$ cat src/rtl/ps2_rx_frame_ctrl_if.sv
// Signal bundle between the PS/2 debouncers, the frame controller and the scancode decoder.
// master drives the PS/2 lines, enable and ready; slave is the frame controller.
interface ps2_rx_frame_ctrl_if;
  logic       ps2_clk_db;
  logic       ps2_data_db;
  logic       rx_en;
  logic       code_ready;
  logic [7:0] code_out;
  logic       code_valid;
  logic       parity_err;
  logic       frame_err;
  logic       overrun;
  logic       busy;

  modport master (
    output ps2_clk_db, ps2_data_db, rx_en, code_ready,
    input  code_out, code_valid, parity_err, frame_err, overrun, busy
  );

  modport slave (
    input  ps2_clk_db, ps2_data_db, rx_en, code_ready,
    output code_out, code_valid, parity_err, frame_err, overrun, busy
  );
endinterface

$ cat src/rtl/ps2_rx_frame_ctrl.sv
// PS/2 receive framer: 11-bit frame capture, odd-parity/stop checking, inter-edge timeout,
// and a one-entry valid/ready holding register for the received scancode.
module ps2_rx_frame_ctrl #(
  parameter int unsigned TIMEOUT_CYCLES = 5000,
  parameter int unsigned CNT_W          = 13
) (
  input  logic              cclk,
  input  logic              clr,
  ps2_rx_frame_ctrl_if.slave bus
);

  typedef enum logic [1:0] {
    S_IDLE,
    S_DATA,
    S_PARITY,
    S_STOP
  } state_t;

  localparam logic [CNT_W-1:0] TMO_LAST = CNT_W'(TIMEOUT_CYCLES - 1);

  state_t           r_state;
  state_t           w_state_nxt;
  logic             r_busy;
  logic             r_clk_prev;
  logic [7:0]       r_shift;
  logic [2:0]       r_bit_cnt;
  logic             r_par;
  logic [CNT_W-1:0] r_tmo_cnt;
  logic [7:0]       r_code_out;
  logic             r_code_valid;
  logic             r_parity_err;
  logic             r_frame_err;
  logic             r_overrun;

  logic w_fall;
  logic w_data;
  logic w_act;
  logic w_tmo_hit;
  logic w_frame_err_nxt;
  logic w_parity_err_nxt;
  logic w_good;
  logic w_load;
  logic w_overrun_nxt;

  assign w_fall    = r_clk_prev & ~bus.ps2_clk_db;
  assign w_data    = bus.ps2_data_db;
  assign w_act     = w_fall & bus.rx_en;
  assign w_tmo_hit = (r_state != S_IDLE) && bus.rx_en && !w_fall && (r_tmo_cnt == TMO_LAST);

  always_ff @(posedge cclk or posedge clr) begin
    if (clr) begin
      r_state <= S_IDLE;
      r_busy  <= 1'b0;
    end else begin
      r_state <= w_state_nxt;
      r_busy  <= (w_state_nxt != S_IDLE);
    end
  end

  // rx_en low aborts any frame in progress ahead of edge or timeout handling
  always_comb begin
    w_state_nxt = r_state;
    if (r_state == S_IDLE) begin
      if (w_act && !w_data) w_state_nxt = S_DATA;
    end else if (!bus.rx_en || w_tmo_hit) begin
      w_state_nxt = S_IDLE;
    end else if (w_fall) begin
      case (r_state)
        S_DATA:   if (r_bit_cnt == 3'd7) w_state_nxt = S_PARITY;
        S_PARITY: w_state_nxt = S_STOP;
        S_STOP:   w_state_nxt = S_IDLE;
        default:  w_state_nxt = S_IDLE;
      endcase
    end
  end

  always_comb begin
    w_frame_err_nxt  = 1'b0;
    w_parity_err_nxt = 1'b0;
    w_good           = 1'b0;
    if (w_tmo_hit) w_frame_err_nxt = 1'b1;
    if (w_act) begin
      case (r_state)
        S_IDLE: if (w_data) w_frame_err_nxt = 1'b1;
        S_STOP: begin
          if (!w_data)                  w_frame_err_nxt  = 1'b1;
          else if (!(^{r_shift, r_par})) w_parity_err_nxt = 1'b1;
          else                          w_good           = 1'b1;
        end
        default: ;
      endcase
    end
    w_load        = w_good & (~r_code_valid | bus.code_ready);
    w_overrun_nxt = w_good & r_code_valid & ~bus.code_ready;
  end

  always_ff @(posedge cclk or posedge clr) begin
    if (clr) begin
      r_clk_prev   <= 1'b1;
      r_shift      <= '0;
      r_bit_cnt    <= '0;
      r_par        <= 1'b0;
      r_tmo_cnt    <= '0;
      r_code_out   <= '0;
      r_code_valid <= 1'b0;
      r_parity_err <= 1'b0;
      r_frame_err  <= 1'b0;
      r_overrun    <= 1'b0;
    end else begin
      r_clk_prev   <= bus.ps2_clk_db;
      r_parity_err <= w_parity_err_nxt;
      r_frame_err  <= w_frame_err_nxt;
      r_overrun    <= w_overrun_nxt;

      if (w_act) begin
        case (r_state)
          S_IDLE:   r_bit_cnt <= '0;
          S_DATA: begin
            r_shift   <= {w_data, r_shift[7:1]};
            r_bit_cnt <= r_bit_cnt + 3'd1;
          end
          S_PARITY: r_par <= w_data;
          default: ;
        endcase
      end

      if (r_state == S_IDLE || w_state_nxt == S_IDLE || w_fall)
        r_tmo_cnt <= '0;
      else
        r_tmo_cnt <= r_tmo_cnt + CNT_W'(1);

      if (w_load) begin
        r_code_out   <= r_shift;
        r_code_valid <= 1'b1;
      end else if (r_code_valid && bus.code_ready) begin
        r_code_valid <= 1'b0;
      end
    end
  end

  assign bus.code_out   = r_code_out;
  assign bus.code_valid = r_code_valid;
  assign bus.parity_err = r_parity_err;
  assign bus.frame_err  = r_frame_err;
  assign bus.overrun    = r_overrun;
  assign bus.busy       = r_busy;

endmodule
$ cat src/flat_wrapper.sv
// flat-port wrapper written by rule: the top's interface ports become plain ports
module ps2_rx_frame_ctrl_flat 
#(
  parameter int unsigned TIMEOUT_CYCLES = 5000,
  parameter int unsigned CNT_W          = 13
)
  (cclk, clr, bus_ps2_clk_db, bus_ps2_data_db, bus_rx_en, bus_code_ready, bus_code_out, bus_code_valid, bus_parity_err, bus_frame_err, bus_overrun, bus_busy);
  ps2_rx_frame_ctrl_if bus_i ();
  input  logic cclk;
  input  logic clr;
  input wire logic [$bits(bus_i.ps2_clk_db)-1:0] bus_ps2_clk_db;
  input wire logic [$bits(bus_i.ps2_data_db)-1:0] bus_ps2_data_db;
  input wire logic [$bits(bus_i.rx_en)-1:0] bus_rx_en;
  input wire logic [$bits(bus_i.code_ready)-1:0] bus_code_ready;
  output wire logic [$bits(bus_i.code_out)-1:0] bus_code_out;
  output wire logic [$bits(bus_i.code_valid)-1:0] bus_code_valid;
  output wire logic [$bits(bus_i.parity_err)-1:0] bus_parity_err;
  output wire logic [$bits(bus_i.frame_err)-1:0] bus_frame_err;
  output wire logic [$bits(bus_i.overrun)-1:0] bus_overrun;
  output wire logic [$bits(bus_i.busy)-1:0] bus_busy;
  assign bus_i.ps2_clk_db = bus_ps2_clk_db;
  assign bus_i.ps2_data_db = bus_ps2_data_db;
  assign bus_i.rx_en = bus_rx_en;
  assign bus_i.code_ready = bus_code_ready;
  assign bus_code_out = bus_i.code_out;
  assign bus_code_valid = bus_i.code_valid;
  assign bus_parity_err = bus_i.parity_err;
  assign bus_frame_err = bus_i.frame_err;
  assign bus_overrun = bus_i.overrun;
  assign bus_busy = bus_i.busy;
  ps2_rx_frame_ctrl #(.TIMEOUT_CYCLES(TIMEOUT_CYCLES), .CNT_W(CNT_W)) u_core (.cclk(cclk), .clr(clr), .bus(bus_i));
endmodule
$ cat config.mk
export PLATFORM = sky130hd
export DESIGN_NAME = ps2_rx_frame_ctrl_flat
export DESIGN_NICKNAME = d
export VERILOG_FILES = /design/src/rtl/ps2_rx_frame_ctrl_if.sv /design/src/rtl/ps2_rx_frame_ctrl.sv /design/src/flat_wrapper.sv
export SDC_FILE = /design/constraint.sdc
export NUM_CORES = 1
export LEC_CHECK = 0
export ABC_AREA = 1
export ABC_CLOCK_PERIOD_IN_PS = 2400
export CORE_MARGIN = 2
export CORE_UTILIZATION = 25
export CTS_CLUSTER_DIAMETER = 60
export DETAILED_ROUTE_END_ITERATION = 10
export PLACE_DENSITY = 0.39
export SLEW_MARGIN = 10
export SYNTH_ARGS = -nofsm -noshare
export SYNTH_HDL_FRONTEND = slang
export SYNTH_SLANG_ARGS = --single-unit
$ cat constraint.sdc
create_clock -name cclk -period 2.4 [get_ports cclk]
set_input_delay 0.24 -clock cclk [delete_from_list [all_inputs] [get_ports cclk]]
set_output_delay 0.24 -clock cclk [all_outputs]
set_load 0.02 [all_outputs]
==> results of run 1 <==
==> flip-flops by register name, indices dropped and copies added, names as in the netlist <==
signal                 count
u_core.bus.busy            1
u_core.bus.code_out        8
u_core.bus.code_valid      1
u_core.bus.frame_err       1
u_core.bus.overrun         1
u_core.bus.parity_err      1
u_core.r_bit_cnt           3
u_core.r_clk_prev          1
u_core.r_par               1
u_core.r_shift             8
u_core.r_state             2
u_core.r_tmo_cnt          13
==> cell type report <==
class / count / area (sq um)
multi-input combinational: 192 / 1060
clock inverter: 3 / 46.3
clock buffer: 5 / 68.8
tap: 108 / 135
inverter: 39 / 146
fill: 932 / 6060
sequential: 41 / 1030
timing repair buffer: 23 / 218
==> metrics by stage <==
step | util | area [sq um] | total power, W | worst slack, ns | instances
finish | 0.308 | 2700 | 0.00211 | 0.479 | 411
global route | 0.308 | 2700 | 0.00227 | 0.235 | 411
CTS | 0.308 | 2700 | 0.00215 | 0.443 | 411
detailed placement | 0.295 | 2590 | 0.00154 | 0.438 | 403
global placement | 0.295 | 2590 | 0.00154 | 0.457 | 403
floorplan | - | 2260 | 0.00140 | 0.714 | 276
==> metal layers <==
layer | track usage | part of all wire
met1 | 0.138 | 0.46
met5 | 0 | 0
met3 | 0.0239 | 0.032
met4 | 0.0285 | 0.0068
met2 | 0.188 | 0.50
==> placed cells by master, fill, tap and decap left out, types with 3 or more instances in the layout <==
cell type / count
o21ai_0: 9
nor3_2: 10
nor2_4: 4
buf_4: 5
dfrtp_1: 40
nand2_1: 73
nor3_1: 9
o21ai_1: 5
inv_1: 32
ha_1: 7
nand3_1: 26
clkdlybuf4s50_1: 18
nand2_2: 7
nor2_1: 21
inv_2: 6
xnor2_1: 3
clkbuf_8: 5
xor2_1: 6
==> kinds of logic after synthesis <==
family | after synthesis | synth area share
multiplexers | 2 | 0.00995
AND/OR/NAND/NOR | 157 | 0.347
AO/OA/AOI/OAI | 17 | 0.0387
XOR/XNOR | 9 | 0.0348
adder cells (fa/ha/maj) | 7 | 0.0387
flip-flops | 41 | 0.454
buffers and inverters | 43 | 0.0774
==> worst max-delay path by stage <==
stage	cells after the start	end	slack (ns)
CTS	11	u_core.r_tmo_cnt[2]	0.44
floorplan	11	u_core.r_tmo_cnt[10]	0.71
detailed placement	8	u_core.bus.code_out[6]	0.44
finish	11	u_core.r_tmo_cnt[2]	0.48
global placement	8	u_core.bus.code_out[5]	0.46
global route	11	u_core.r_tmo_cnt[2]	0.24
==> worst max-delay path: stages, from the launching register on <==
cell     delay [ns]
dfrtp_1        0.44
inv_1          0.09
ha_1           0.29
inv_2          0.11
nand2_1        0.05
nor2_1         0.13
nand3_2        0.11
nand3_1        0.10
nand2_2        0.08
nor2_4         0.10
buf_4          0.24
nor3_1         0.07
==> power groups by stage <==
| stage | logic, W | registers [W] | clock network (W) |
|---|---|---|---|
| 2_1_floorplan | 0.000542 | 0.000854 | 0 |
| 3_3_place_gp | 0.000665 | 0.000879 | 0 |
| 3_5_place_dp | 0.000668 | 0.000877 | 0 |
| 4_1_cts | 0.000670 | 0.000864 | 0.000616 |
| 5_1_grt | 0.000745 | 0.000878 | 0.000642 |
| 6_report | 0.000661 | 0.000861 | 0.000584 |
==> results_dict.tcl, run 1 <==
set metrics [dict create \
    status "finished, final reports clean" \
    port-buffer-count 18 \
    synth.largest_area_cell "dfrtp_1" \
    grt_use_total 0.109 \
    drive_gt1_frac 0.158 \
    fmax_ghz 0.521 \
    ys.warnings.count 0 \
    synth_edf_count 0 \
    start_util 0.258 \
    seq_power_share 0.409 \
    antennaDiodeCount 0 \
    dr.pass1.iters 4 \
    internal_power_w 0.00130 \
    skew_ns 0.00789 \
    synthesis.area_sq_um 2260 \
    cp.arrival_ns 2.08 \
    synthFlopType "dfrtp_1" \
    grt_setup_unrepaired "false" \
    async_flop_share 1.00 \
    setup_violations 0 \
    synth.most_common_cell "nand2_1" \
    synthTopCellsByArea "dfrtp_1 44%, nand2_1 12%, nand3_1 5.7%" \
    cts.sinks 41 \
    synth_seq_cells 41 \
    path_class "reg -> reg" \
    startpoint "u_core.r_state[0]" \
    cts_max_path_buffers 2 \
    max-slew-margin-rel 0.447 \
    hp-class "in -> async" \
    hold_viol 0 \
    cap_violations 0 \
    vias_per_cell 4.35 \
    ir_drop_uv 276 \
    cts_buffers 5 \
    wire_per_inst_microns 11.9 \
    leakage_nw 1.23 \
    tns_ns 0 \
    post_cts_buffers 0 \
    area_delta_synth_final_pct 19.4 \
    synth_nets 289 \
    endpoint_kind "flop" \
    r2r_cells 11 \
    r2r_slack_ns 0.48 \
    core_area_sq_um 8760 \
    place.gp.congestion 0.826 \
    synth_common_cells "73 x nand2_1, 40 x dfrtp_1, 33 x inv_1, 26 x nand3_1, 21 x nor2_1" \
    clk_pin_slew_ns 0.09 \
    ys_seq_area_frac 0.454 \
    clkPwrFrac 0.277 \
    nets 315 \
    switching_share 0.382 \
    overflow 0 \
    die_y_microns 99.2 \
    synth_cell_type_count 27 \
    synthCells 276 \
    postCtsHoldBufs 0 \
    die-area_sq_um 9830 \
    cts_resized 0 \
    p_switching_w 0.000805 \
    drv_slew 0 \
    drc_errors 0 \
    grt_pass1_wl_mm 8.70 \
    ant_nets 0 \
    avgSynthCellArea_sq_um 8.20 \
    num_rows 34 \
    critPathMaxFanout 14 \
    tritoncts "done" \
    cts_max_level 2 \
    die-width_microns 99.2 \
    worstMarginPinSlew_ns 0.825 \
    antenna_found_initial 0 \
    grt_pass1_vias 1852 \
    worstReg2RegStart "u_core.r_state[0]" \
    min_period_ns 1.92 \
    worst_ep_required_time_ns 2.56 \
    r2r_end "u_core.r_tmo_cnt[2]" \
    io_pins 19 \
    fin_hold_ws_ns 0.307 \
    vias 1788 \
    dp_hpwl_mm 3.62 \
    insertion_delay_ns 0.30 \
    pwr-share-comb 0.314 \
    period_share 0.800 \
    routed_wl_mm 4.88 \
    clockRootBuffer "clkbuf_8" \
    start_kind "flop" \
    power_density_nw_per_um2 779 \
    grt_max_degree 23 \
    synth_top_area_share 0.442 \
    drt_first_iter_violations 68 \
]
(Power assumes the default switching activity.)
==> inputs of run 2 (changes only) <==
ABC_CLOCK_PERIOD_IN_PS = 1600   (was 2400)
PLACE_DENSITY = 0.4   (was 0.39)
clock period = 1.6 ns   (was 2.4 ns; I/O delays follow)
==> results_dict.tcl, run 2 (synthesized netlist as in run 1, its figures left out) <==
set metrics [dict create \
    status "complete, but fails checks" \
    violations "negative setup slack" \
    tns_ns -0.809 \
    cts_max_path_buffers 2 \
    cp.arrival_ns 1.87 \
    die-width_microns 99.2 \
    core_area_sq_um 8760 \
    area_delta_synth_final_pct 34.2 \
    power_density_nw_per_um2 1160 \
    overflow 0 \
    final_cell_area_sq_um 3040 \
    skew_ns 0.00727 \
    routed_wl_mm 5.07 \
    leakage_nw 1.39 \
    die_y_microns 99.2 \
    cts.sinks 41 \
    drc_errors 0 \
    antennaDiodeCount 0 \
    port-buffer-count 18 \
    num_rows 34 \
    min_period_ns 1.68 \
    io_pins 19 \
    dp_slack_ns -0.135 \
    dp_hpwl_mm 3.69 \
    power.total_w 0.00351 \
    drive_gt1_frac 0.280 \
    path_class "reg -> reg" \
    drv_slew 0 \
    hp-class "in -> async" \
    grt_use_total 0.107 \
    endpoint_kind "flop" \
    worstMarginPinSlew_ns 0.352 \
    ant_nets 0 \
    wire_per_inst_microns 11.6 \
    dr.pass1.iters 4 \
    antenna_found_initial 0 \
    nets 340 \
    tritoncts "done" \
    dpl_cell_area_sq_um 2780 \
    drt_first_iter_violations 45 \
    vias 1851 \
    setup_slack_ns -0.0806 \
    vias_per_cell 4.25 \
    fin_hold_ws_ns 0.198 \
    clk_pin_slew_ns 0.08 \
    worst_ep_required_time_ns 1.79 \
    grt_setup_unrepaired "true" \
    cts_buffers 5 \
    period_share 1.05 \
    hold_viol 0 \
    r2r_slack_ns -0.08 \
    cap_violations 0 \
    insertion_delay_ns 0.29 \
    start_kind "flop" \
    grt_pass1_vias 1809 \
    fmax_ghz 0.595 \
    setup_violations 14 \
    die-area_sq_um 9830 \
    clockRootBuffer "clkbuf_8" \
    grt_max_degree 25 \
    largest_reg_flops 13 \
    place.gp.congestion 0.786 \
    start_util 0.258 \
    max-slew-margin-rel 0.763 \
    grt_pass1_wl_mm 8.58 \
    critPathMaxFanout 7 \
    layout_commonest_cell "nand2_1" \
    regMostFlops "u_core.r_tmo_cnt" \
    ir_drop_uv 544 \
    final_cell_mix "72 x nand2_1, 40 x dfrtp_1, 28 x inv_1" \
    cts_max_level 2 \
]
run 2: routing by layer:
| layer | vias to the layer above | global-route usage | wire length (microns) |
|---|---|---|---|
| met5 | - | 0 | 0 |
| met1 | 849 | 0.142 | 2350 |
| met3 | 2 | 0.0211 | 137 |
| met2 | 26 | 0.177 | 2560 |
| li1 | 974 | - | - |
| met4 | 0 | 0.0285 | 17 |
run 2: critical path, stage by stage, from the launching register on:
cell and delay (ns):
dfrtp_1 0.39, ha_2 0.20, ha_4 0.16, nor2_2 0.07, nor2_1 0.04, nand2_1 0.07, nand3_2 0.08, nand3_2 0.08
nand2_2 0.07, nor2_4 0.17, clkbuf_16 0.19, nor3_2 0.04
run 2: layout make-up:
class	instances	area, sq um
fillers	942	5730
multi-input cells	192	1160
flip-flops and latches	41	1030
repair buffers	48	448
inverters	39	149
well taps	108	135
clock buffers	6	82.6
clock inverters	2	37.5
run 2: per-stage QoR:
stage / cells / util
final: 436 / 0.347
after global routing: 436 / 0.347
after CTS: 431 / 0.333
after detailed placement: 423 / 0.317
after global placement: 423 / 0.317
after floorplan: 276 / -
run 2: what timing repair did:
item | 4_1_cts | 5_1_grt
endpoints found under the setup margin | 16 | 23
hold buffers | 0 | 0
cloned | 0 | 1
hold endpoints to repair | 0 | 0
setup buffers | 0 | 4
resized for setup | 6 | 15
pin swaps | 1 | 11
run 2: path summary, 6_finish.rpt:
| path | startpoint | end | cells after the start |
|---|---|---|---|
| worst min register to register | u_core.r_tmo_cnt[0] | u_core.r_tmo_cnt[0] | 1 |
| worst min-delay path | clr | u_core.r_tmo_cnt[8] | 3 |
| min in group cclk | bus_ps2_clk_db | u_core.r_clk_prev | 1 |
| worst max register to register | u_core.r_bit_cnt[1] | u_core.r_tmo_cnt[10] | 11 |
| worst max-delay path | u_core.r_bit_cnt[1] | u_core.r_tmo_cnt[10] | 11 |
| max in group asynchronous | clr | u_core.bus.parity_err | 3 |
run 2: power by group:
group          internal (W)  switching [W]  total [W]  leakage, nW
Combinational      0.000572       0.000766    0.00134        0.780
Sequential          0.00115       0.000129    0.00128        0.554
Clock              0.000508       0.000383   0.000891       0.0574
